<file path="src/rtl/instruction_fetch_if.sv">
// Instruction-memory read bus between the fetch unit (master) and the IM (slave).
// The master raises im_req with a stable im_addr until the slave answers with im_ack.
interface instruction_fetch_if;
    logic        im_req;
    logic [31:0] im_addr;
    logic [31:0] im_rdata;
    logic        im_ack;

    modport master (
        output im_req,
        output im_addr,
        input  im_rdata,
        input  im_ack
    );

    modport slave (
        input  im_req,
        input  im_addr,
        output im_rdata,
        output im_ack
    );
endinterface

</file>
<file path="src/rtl/instruction_fetch.sv">
// Fetch stage: owns the PC, reads the IM over a req/ack bus with a timeout,
// and holds the fetched word for the rest of the multicycle instruction.
module instruction_fetch #(
    parameter logic [31:0] RESET_PC = 32'h0000_0000,
    parameter int          TIMEOUT  = 15,
    parameter logic [31:0] NOP_INSN = 32'h4000_0009
) (
    input  logic                       clock,
    input  logic                       reset,
    input  logic                       enable_fetch,
    input  logic                       enable_writeback,
    input  logic [1:0]                 pc_select,
    input  logic [13:0]                imm_14bit,
    input  logic [23:0]                imm_24bit,
    instruction_fetch_if.master        bus,
    output logic [31:0]                instruction,
    output logic [31:0]                pc,
    output logic                       fetch_busy,
    output logic                       fetch_done,
    output logic                       fetch_error
);

    typedef enum logic [1:0] {
        IDLE = 2'd0,
        WAIT = 2'd1,
        DONE = 2'd2
    } state_t;

    localparam logic [7:0] LAST_WAIT = 8'(TIMEOUT - 1);

    state_t      state;
    state_t      next_state;
    logic [7:0]  wait_count;
    logic [31:0] addr_latch;

    logic        latch_addr;
    logic        load_insn;
    logic        load_nop;
    logic        set_error;
    logic        clear_error;
    logic        count_up;

    logic [31:0] branch_offset;
    logic [31:0] jump_offset;
    logic [31:0] next_pc;

    always_ff @(posedge clock or posedge reset) begin
        if (reset) begin
            state <= IDLE;
        end else begin
            state <= next_state;
        end
    end

    // Misaligned starts skip the bus entirely and go straight to DONE with a NOP.
    always_comb begin
        next_state  = state;
        latch_addr  = 1'b0;
        load_insn   = 1'b0;
        load_nop    = 1'b0;
        set_error   = 1'b0;
        clear_error = 1'b0;
        count_up    = 1'b0;
        case (state)
            IDLE: begin
                if (enable_fetch) begin
                    if (pc[1:0] == 2'b00) begin
                        latch_addr  = 1'b1;
                        clear_error = 1'b1;
                        next_state  = WAIT;
                    end else begin
                        load_nop   = 1'b1;
                        set_error  = 1'b1;
                        next_state = DONE;
                    end
                end
            end
            WAIT: begin
                if (bus.im_ack) begin
                    load_insn  = 1'b1;
                    next_state = DONE;
                end else if (wait_count == LAST_WAIT) begin
                    load_nop   = 1'b1;
                    set_error  = 1'b1;
                    next_state = DONE;
                end else begin
                    count_up = 1'b1;
                end
            end
            DONE: begin
                next_state = IDLE;
            end
            default: begin
                next_state = IDLE;
            end
        endcase
    end

    always_ff @(posedge clock or posedge reset) begin
        if (reset) begin
            wait_count  <= 8'd0;
            addr_latch  <= 32'd0;
            instruction <= 32'd0;
            fetch_error <= 1'b0;
        end else begin
            if (latch_addr) begin
                wait_count <= 8'd0;
                addr_latch <= pc;
            end else if (count_up) begin
                wait_count <= wait_count + 8'd1;
            end
            if (load_insn) begin
                instruction <= bus.im_rdata;
            end else if (load_nop) begin
                instruction <= NOP_INSN;
            end
            if (set_error) begin
                fetch_error <= 1'b1;
            end else if (clear_error) begin
                fetch_error <= 1'b0;
            end
        end
    end

    // Offsets are in halfwords and relative to the branch/jump's own address.
    assign branch_offset = {{17{imm_14bit[13]}}, imm_14bit, 1'b0};
    assign jump_offset   = {{7{imm_24bit[23]}}, imm_24bit, 1'b0};

    always_comb begin
        next_pc = pc + 32'd4;
        case (pc_select)
            2'b01:   next_pc = pc + branch_offset;
            2'b10:   next_pc = pc + jump_offset;
            default: next_pc = pc + 32'd4;
        endcase
    end

    always_ff @(posedge clock or posedge reset) begin
        if (reset) begin
            pc <= RESET_PC;
        end else if (enable_writeback) begin
            pc <= next_pc;
        end
    end

    assign bus.im_req  = (state == WAIT);
    assign bus.im_addr = addr_latch;
    assign fetch_busy  = (state == WAIT);
    assign fetch_done  = (state == DONE);

endmodule

</file>
<file path="src/flat_wrapper.sv">
// flat-port wrapper written by rule: the top's interface ports become plain ports
module instruction_fetch_flat 
#(
    parameter logic [31:0] RESET_PC = 32'h0000_0000,
    parameter int          TIMEOUT  = 15,
    parameter logic [31:0] NOP_INSN = 32'h4000_0009
)
  (clock, reset, enable_fetch, enable_writeback, pc_select, imm_14bit, imm_24bit, instruction, pc, fetch_busy, fetch_done, fetch_error, bus_im_req, bus_im_addr, bus_im_rdata, bus_im_ack);
  instruction_fetch_if bus_i ();
  input  logic clock;
  input  logic reset;
  input  logic enable_fetch;
  input  logic enable_writeback;
  input  logic [1:0] pc_select;
  input  logic [13:0] imm_14bit;
  input  logic [23:0] imm_24bit;
  output logic [31:0] instruction;
  output logic [31:0] pc;
  output logic fetch_busy;
  output logic fetch_done;
  output logic fetch_error;
  output wire logic [$bits(bus_i.im_req)-1:0] bus_im_req;
  output wire logic [$bits(bus_i.im_addr)-1:0] bus_im_addr;
  input wire logic [$bits(bus_i.im_rdata)-1:0] bus_im_rdata;
  input wire logic [$bits(bus_i.im_ack)-1:0] bus_im_ack;
  assign bus_im_req = bus_i.im_req;
  assign bus_im_addr = bus_i.im_addr;
  assign bus_i.im_rdata = bus_im_rdata;
  assign bus_i.im_ack = bus_im_ack;
  instruction_fetch #(.RESET_PC(RESET_PC), .TIMEOUT(TIMEOUT), .NOP_INSN(NOP_INSN)) u_core (.clock(clock), .reset(reset), .enable_fetch(enable_fetch), .enable_writeback(enable_writeback), .pc_select(pc_select), .imm_14bit(imm_14bit), .imm_24bit(imm_24bit), .bus(bus_i), .instruction(instruction), .pc(pc), .fetch_busy(fetch_busy), .fetch_done(fetch_done), .fetch_error(fetch_error));
endmodule
</file>
<file path="config.mk">
export PLATFORM = sky130hd
export DESIGN_NAME = instruction_fetch_flat
export DESIGN_NICKNAME = d
export VERILOG_FILES = /design/src/rtl/instruction_fetch_if.sv /design/src/rtl/instruction_fetch.sv /design/src/flat_wrapper.sv
export SDC_FILE = /design/constraint.sdc
export NUM_CORES = 1
export LEC_CHECK = 0
export ABC_CLOCK_PERIOD_IN_PS = 3400
export CAP_MARGIN = 20
export CORE_MARGIN = 10
export CORE_UTILIZATION = 45
export DETAILED_ROUTE_END_ITERATION = 8
export PLACE_DENSITY_LB_ADDON = 0.3
export REMOVE_ABC_BUFFERS = 1
export SYNTH_ARGS = -nofsm -noshare
export SYNTH_HDL_FRONTEND = slang
export SYNTH_SLANG_ARGS = --single-unit
</file>
<file path="constraint.sdc">
create_clock -name clock -period 3.4 [get_ports clock]
set_clock_uncertainty 0.15 [all_clocks]
set_input_delay 0.34 -clock clock [delete_from_list [all_inputs] [get_ports clock]]
set_output_delay 0.34 -clock clock [all_outputs]
set_load 0.02 [all_outputs]
</file>
# Word-level counts from Yosys, hierarchy flattened

Cells that the tools add are included.

Word-level logic and storage cells: 48
Memories: 0
Latch bits: 0
ROM bits: 0
Register bits after elaboration: 107
Input bits: 77
RAM bits: 0
Output and inout bits: 100

$add $sub $neg: 4
Bitwise operators: 0
Div/mod/pow operators: 0
Order comparisons: 0
Reduce and logical (&&, ||, !) cells: 6
Mux-type cells: 25
Multiply operators: 0
Shifts and indexed selects: 0
Equality and inequality tests: 7

Operators with widths:

| operator                | count |
|---|---|
| $add A32 B32 Y32        | 2 |
| $mux W32                | 2 |
| $pmux W32 S2            | 1 |
| $add A32 B3 Y32 const B | 1 |
| $mux W8                 | 2 |
| $mux W1                 | 14 |
| $add A8 B1 Y8 const B   | 1 |
| $eq A8 B4 Y1 const B    | 1 |
| $mux W2                 | 4 |
| $reduce_bool A2 Y1      | 3 |
| $eq A2 B1 Y1 const B    | 2 |
| $eq A2 B2 Y1 const B    | 2 |
| $logic_not A2 Y1        | 2 |
| $pmux W2 S2             | 1 |
| $ne A3 B1 Y1 const B    | 1 |
| $ne A2 B2 Y1 const B    | 1 |
| $pmux W1 S2             | 1 |
| $reduce_and A2 Y1       | 1 |

# Longest topological paths before layout

Gate-level depths: netlist of the first run.

Depth after elaboration: 6
Gate-level depth with buffers: 16
Gate-level depth less buffers: 14

# Least setup slack after synthesis of the first run

Ideal clock, no wire load.

Path kind: input port to flip-flop
Start: input pc_select[0]
End: register u_core.pc[27]
Library setup time: 0.129 ns
Stages: 14
Setup slack: -0.500 ns
Data arrival time: 3.621 ns
Cell sequence: inv_1 -> ha_1 -> clkbuf_1 -> mux2_2 -> ha_1 -> fa_1 -> a211o_1 -> a211o_1 -> a31oi_2 -> o211ai_4 -> a31oi_4 -> nor4_1 -> o41ai_2 -> nand2_1

Cells in the longest elaborated chain, start to end: 2
Elaborated cells between the ends (all ways): 3
Those cells by class: eq/ne: 2; mux: 1

RTL lines:

| element                                             | RTL line                 | text |
|---|---|---|
| from (decl)                                         | flat_wrapper.sv:14       | `input logic [1:0] pc_select;` |
| $eq A2 B2 Y1 / $eq A2 B1 Y1 (equally long branches) | instruction_fetch.sv:131 | `case (pc_select)` |
| $pmux W32 S2 *                                      | instruction_fetch.sv:131 |  |
| to (signal assigned)                                | instruction_fetch.sv:142 | `pc <= next_pc;` |
| to (decl)                                           | instruction_fetch.sv:17  | `output logic [31:0] pc,` |

Every way passes the cells marked *; elsewhere a longest branch is shown, timed or not.
A chain may end at the register's enable or synchronous reset.

# Final worst setup path of the first run

Same ends and word-level chain as after synthesis.

==> results of run 1 <==
cell usage after synthesis (6+ instances only):
library cell	instances
nand2_1	144
dfrtp_1	105
a21oi_1	73
o21ai_0	63
mux2_2	46
ha_1	38
nor2_1	36
clkbuf_1	32
nand3_1	28
a21o_1	20
inv_1	19
xnor2_1	16
o22ai_1	12
xor2_1	11
nor3_1	10
nand4_1	9
buf_1	6
o21bai_1	6
cell families (layout without fill, tap and decap cells):
group                      after synthesis  in the layout
other                                    1              2
muxes                                   48             48
and+or+nand+nor                        267            267
adders and majority gates               39             39
xor gates and xnor gates                27             27
DFF                                    105            105
buffers and inverters                   64            334
AOI/OAI and AO/OA                      229            229
power by group through the flow:
| stage | Sequential [W] | Clock, W | Combinational, W |
|---|---|---|---|
| 2_1_floorplan | 0.00297 | 0 | 0.00244 |
| 4_1_cts | 0.00240 | 0.00116 | 0.00591 |
| 3_5_place_dp | 0.00240 | 0 | 0.00578 |
| 5_1_grt | 0.00250 | 0.00121 | 0.00647 |
| 6_report | 0.00240 | 0.00114 | 0.00601 |
| 3_3_place_gp | 0.00238 | 0 | 0.00571 |
worst paths after layout:
check	start	endpoint	slack, ns	cells past startpoint
setup / recovery	pc_select[0]	u_core.pc[27]	0.15	14
hold / removal	reset	u_core.bus.im_addr[24]	0.28	2
setup reg to reg	u_core.pc[1]	u_core.pc[27]	0.38	10
hold reg to reg	u_core.fetch_error	u_core.fetch_error	0.33	1
max in group asynchronous	reset	u_core.bus.im_addr[9]	2.01	3
min in group clock	enable_writeback	u_core.pc[1]	0.32	4
per-layer routing:
metal	vias to the layer above	part of all wire [%]	track usage, %
met4	0	1.8	5.53
li1	3338	-	-
met1	3359	42	26.9
met3	32	6.1	4.49
met5	-	0	0
met2	220	50	36.1
worst max-delay path, stage by stage:
cell and delay (ns):
dlymetal6s2s_1 0.13, inv_2 0.08, ha_4 0.16, mux2_4 0.31
ha_4 0.17, fa_2 0.35, a211o_1 0.33, a211o_1 0.35
a31oi_4 0.26, o211ai_4 0.15, a31oi_4 0.26, nor4_4 0.07
o41ai_2 0.31, nand2_1 0.08
stage by stage:
| stage | TNS [ns] | setup WS, ns | hold slack (ns) | total power, W | instance area (um^2) |
|---|---|---|---|---|---|
| 5_1_grt | 0 | 0.0439 | 0.337 | 0.0102 | 10100 |
| 3_5_place_dp | -10.58 | -0.762 | 0.319 | 0.00819 | 9560 |
| 2_1_floorplan | -76.26 | -1.88 | 0.276 | 0.00541 | 6680 |
| 6_report | 0 | 0.147 | 0.277 | 0.00955 | 10100 |
| 3_3_place_gp | -9.03 | -0.676 | 0.312 | 0.00809 | 9560 |
| 4_1_cts | 0 | 0.00145 | 0.302 | 0.00946 | 10000 |
cell type report:
cell class | count | share of cell area [%]
tap | 188 | 2.32
clock inverter | 7 | 0.914
multi-input combinational | 612 | 41.3
clock buffer | 9 | 2.22
inverter | 20 | 0.765
timing repair buffer | 298 | 26.5
sequential | 105 | 25.9
timing repair:
action / in CTS / in global routing
setup buffers: 1 / 4
pin swaps: 7 / 11
endpoints found under the setup margin: 14 / 13
resized for setup: 22 / 21
state kept, by name, summed over array words and instances, names as in the netlist:
signal and cells:
u_core.instruction 32, u_core.bus.im_addr 31, u_core.pc 31, u_core.wait_count 8, u_core.state 2, u_core.fetch_error 1
cells in the final DEF, fill, tap and decap left out, types with 12 or more instances in the layout:
cell type,synthesis,final
buf_4,3,122
nand3_1,28,27
o22ai_1,12,12
clkdlybuf4s50_1,0,169
a21o_1,20,20
ha_1,38,29
inv_1,19,16
a21oi_1,73,67
o21ai_0,63,63
nand2_1,144,144
mux2_2,46,45
xnor2_1,16,16
nor2_1,36,36
dfrtp_1,105,105
==> results_dict.tcl, run 1 <==
set metrics [dict create \
    outcome "complete, no violations" \
    worstSetupEndpointType "register" \
    die_w_um 143 \
    area_growth_pct 47.8 \
    intPower_w 0.00541 \
    synth_edf_count 0 \
    powerDensity_nw_per_um2 942 \
    ys_types 70 \
    synth_top_family_by_area "compound AO/OA/AOI/OAI gates" \
    portBuffers 174 \
    netSwitchingPower_w 0.00415 \
    pwr-share-comb_pct 62.9 \
    hold_viol_final 0 \
    drt-vias-per-instance 5.61 \
    grt_start_max_net_pins 54 \
    core_area_um2 15100 \
    postLayoutCoreUtil_pct 67.2 \
    regArea_um2 2630 \
    place.gp.congestion 0.911 \
    cp.required_ns 3.51 \
    drt_iter0_drc 505 \
    drtAntennaViolNets 0 \
    ioPinCount 177 \
    synth_area_per_cell_um2 8.79 \
    worstHoldPathType "in -> async" \
    die_y_um 143 \
    synthTopCellsByArea "dfrtp_1 38%, nand2_1 7.9%, mux2_2 7.6%" \
    overflow 0 \
    arrival_ns 3.36 \
    maxCapViolCount 0 \
    cts_max_path_buffers 2 \
    placed_cells 1218 \
    critPathLaunchType "primary input" \
    htree_levels 3 \
    synthXorXnorAreaFrac_pct 3.45 \
    crit_type "in -> reg" \
    min_period_over_period_pct 95.7 \
    first_pass_iters 5 \
    die-area_um2 20600 \
    report.final.slew_viol_count 0 \
    setup_viol 0 \
    layout.cells.non_filler 1239 \
    clk_pin_slew_ns 0.08 \
    n_antenna_cell 0 \
    synth_largest_area_cell "dfrtp_1" \
    period_minus_slack_ns 3.25 \
    ir_worst_vdd_mv 0.536 \
    cts_hold_buf 0 \
    syn_inst 780 \
    p_leak_nw 4.43 \
    ys_seq_elements 105 \
    netlist_area_um2 6860 \
    start_util_pct 45.4 \
    synthArstFlopShare_pct 100 \
    numCtsBuffers 9 \
    grt_pass1_vias 6682 \
    yosysSeqAreaShare_pct 38.3 \
    wl_um 22400 \
    clk_latency_ns 0.36 \
    multi_input_area_um2 4190 \
    yosysWarnings 0 \
    swShare_pct 43.4 \
    cts_tree "done" \
    clock_sinks 105 \
    grt_pass1_wl_um 35200 \
    grt_usage_pct 21.3 \
    rsz0062_at_grt "false" \
    drcViolationCount 0 \
    drive_gt1_share_pct 22.6 \
    slew_headroom_pct 32.4 \
    synth_fa_ha_area_share_pct 7.23 \
    critPathMaxFanout 4 \
    nFillCells 1247 \
    root_buffer "clkbuf_16" \
    wl_per_cell_um 18.1 \
    worst_slew_pin_slew_ns 1.01 \
    rows 45 \
    hpwl_um 17200 \
    timing.fmax_ghz 0.307 \
    nNetsFinal 1162 \
    synthSimpleGateAreaFrac_pct 17.8 \
    antenna_found_initial 0 \
    synth_top_cell_area_share_pct 38.3 \
    clock_power_share_pct 11.9 \
    synth_compound_area_share_pct 21.6 \
    vias 6949 \
    ys.flop_type "dfrtp_1" \
    synthMuxAreaShare_pct 7.85 \
    seqPwrFrac_pct 25.2 \
]
No activity file was read; power rests on OpenSTA's default activity.
==> run 2, diff against run 1 <==
SLEW_MARGIN = 20   (was not set)
==> results of run 2 <==
No change in the layout: final DEF, timing and power equal those of run 1.
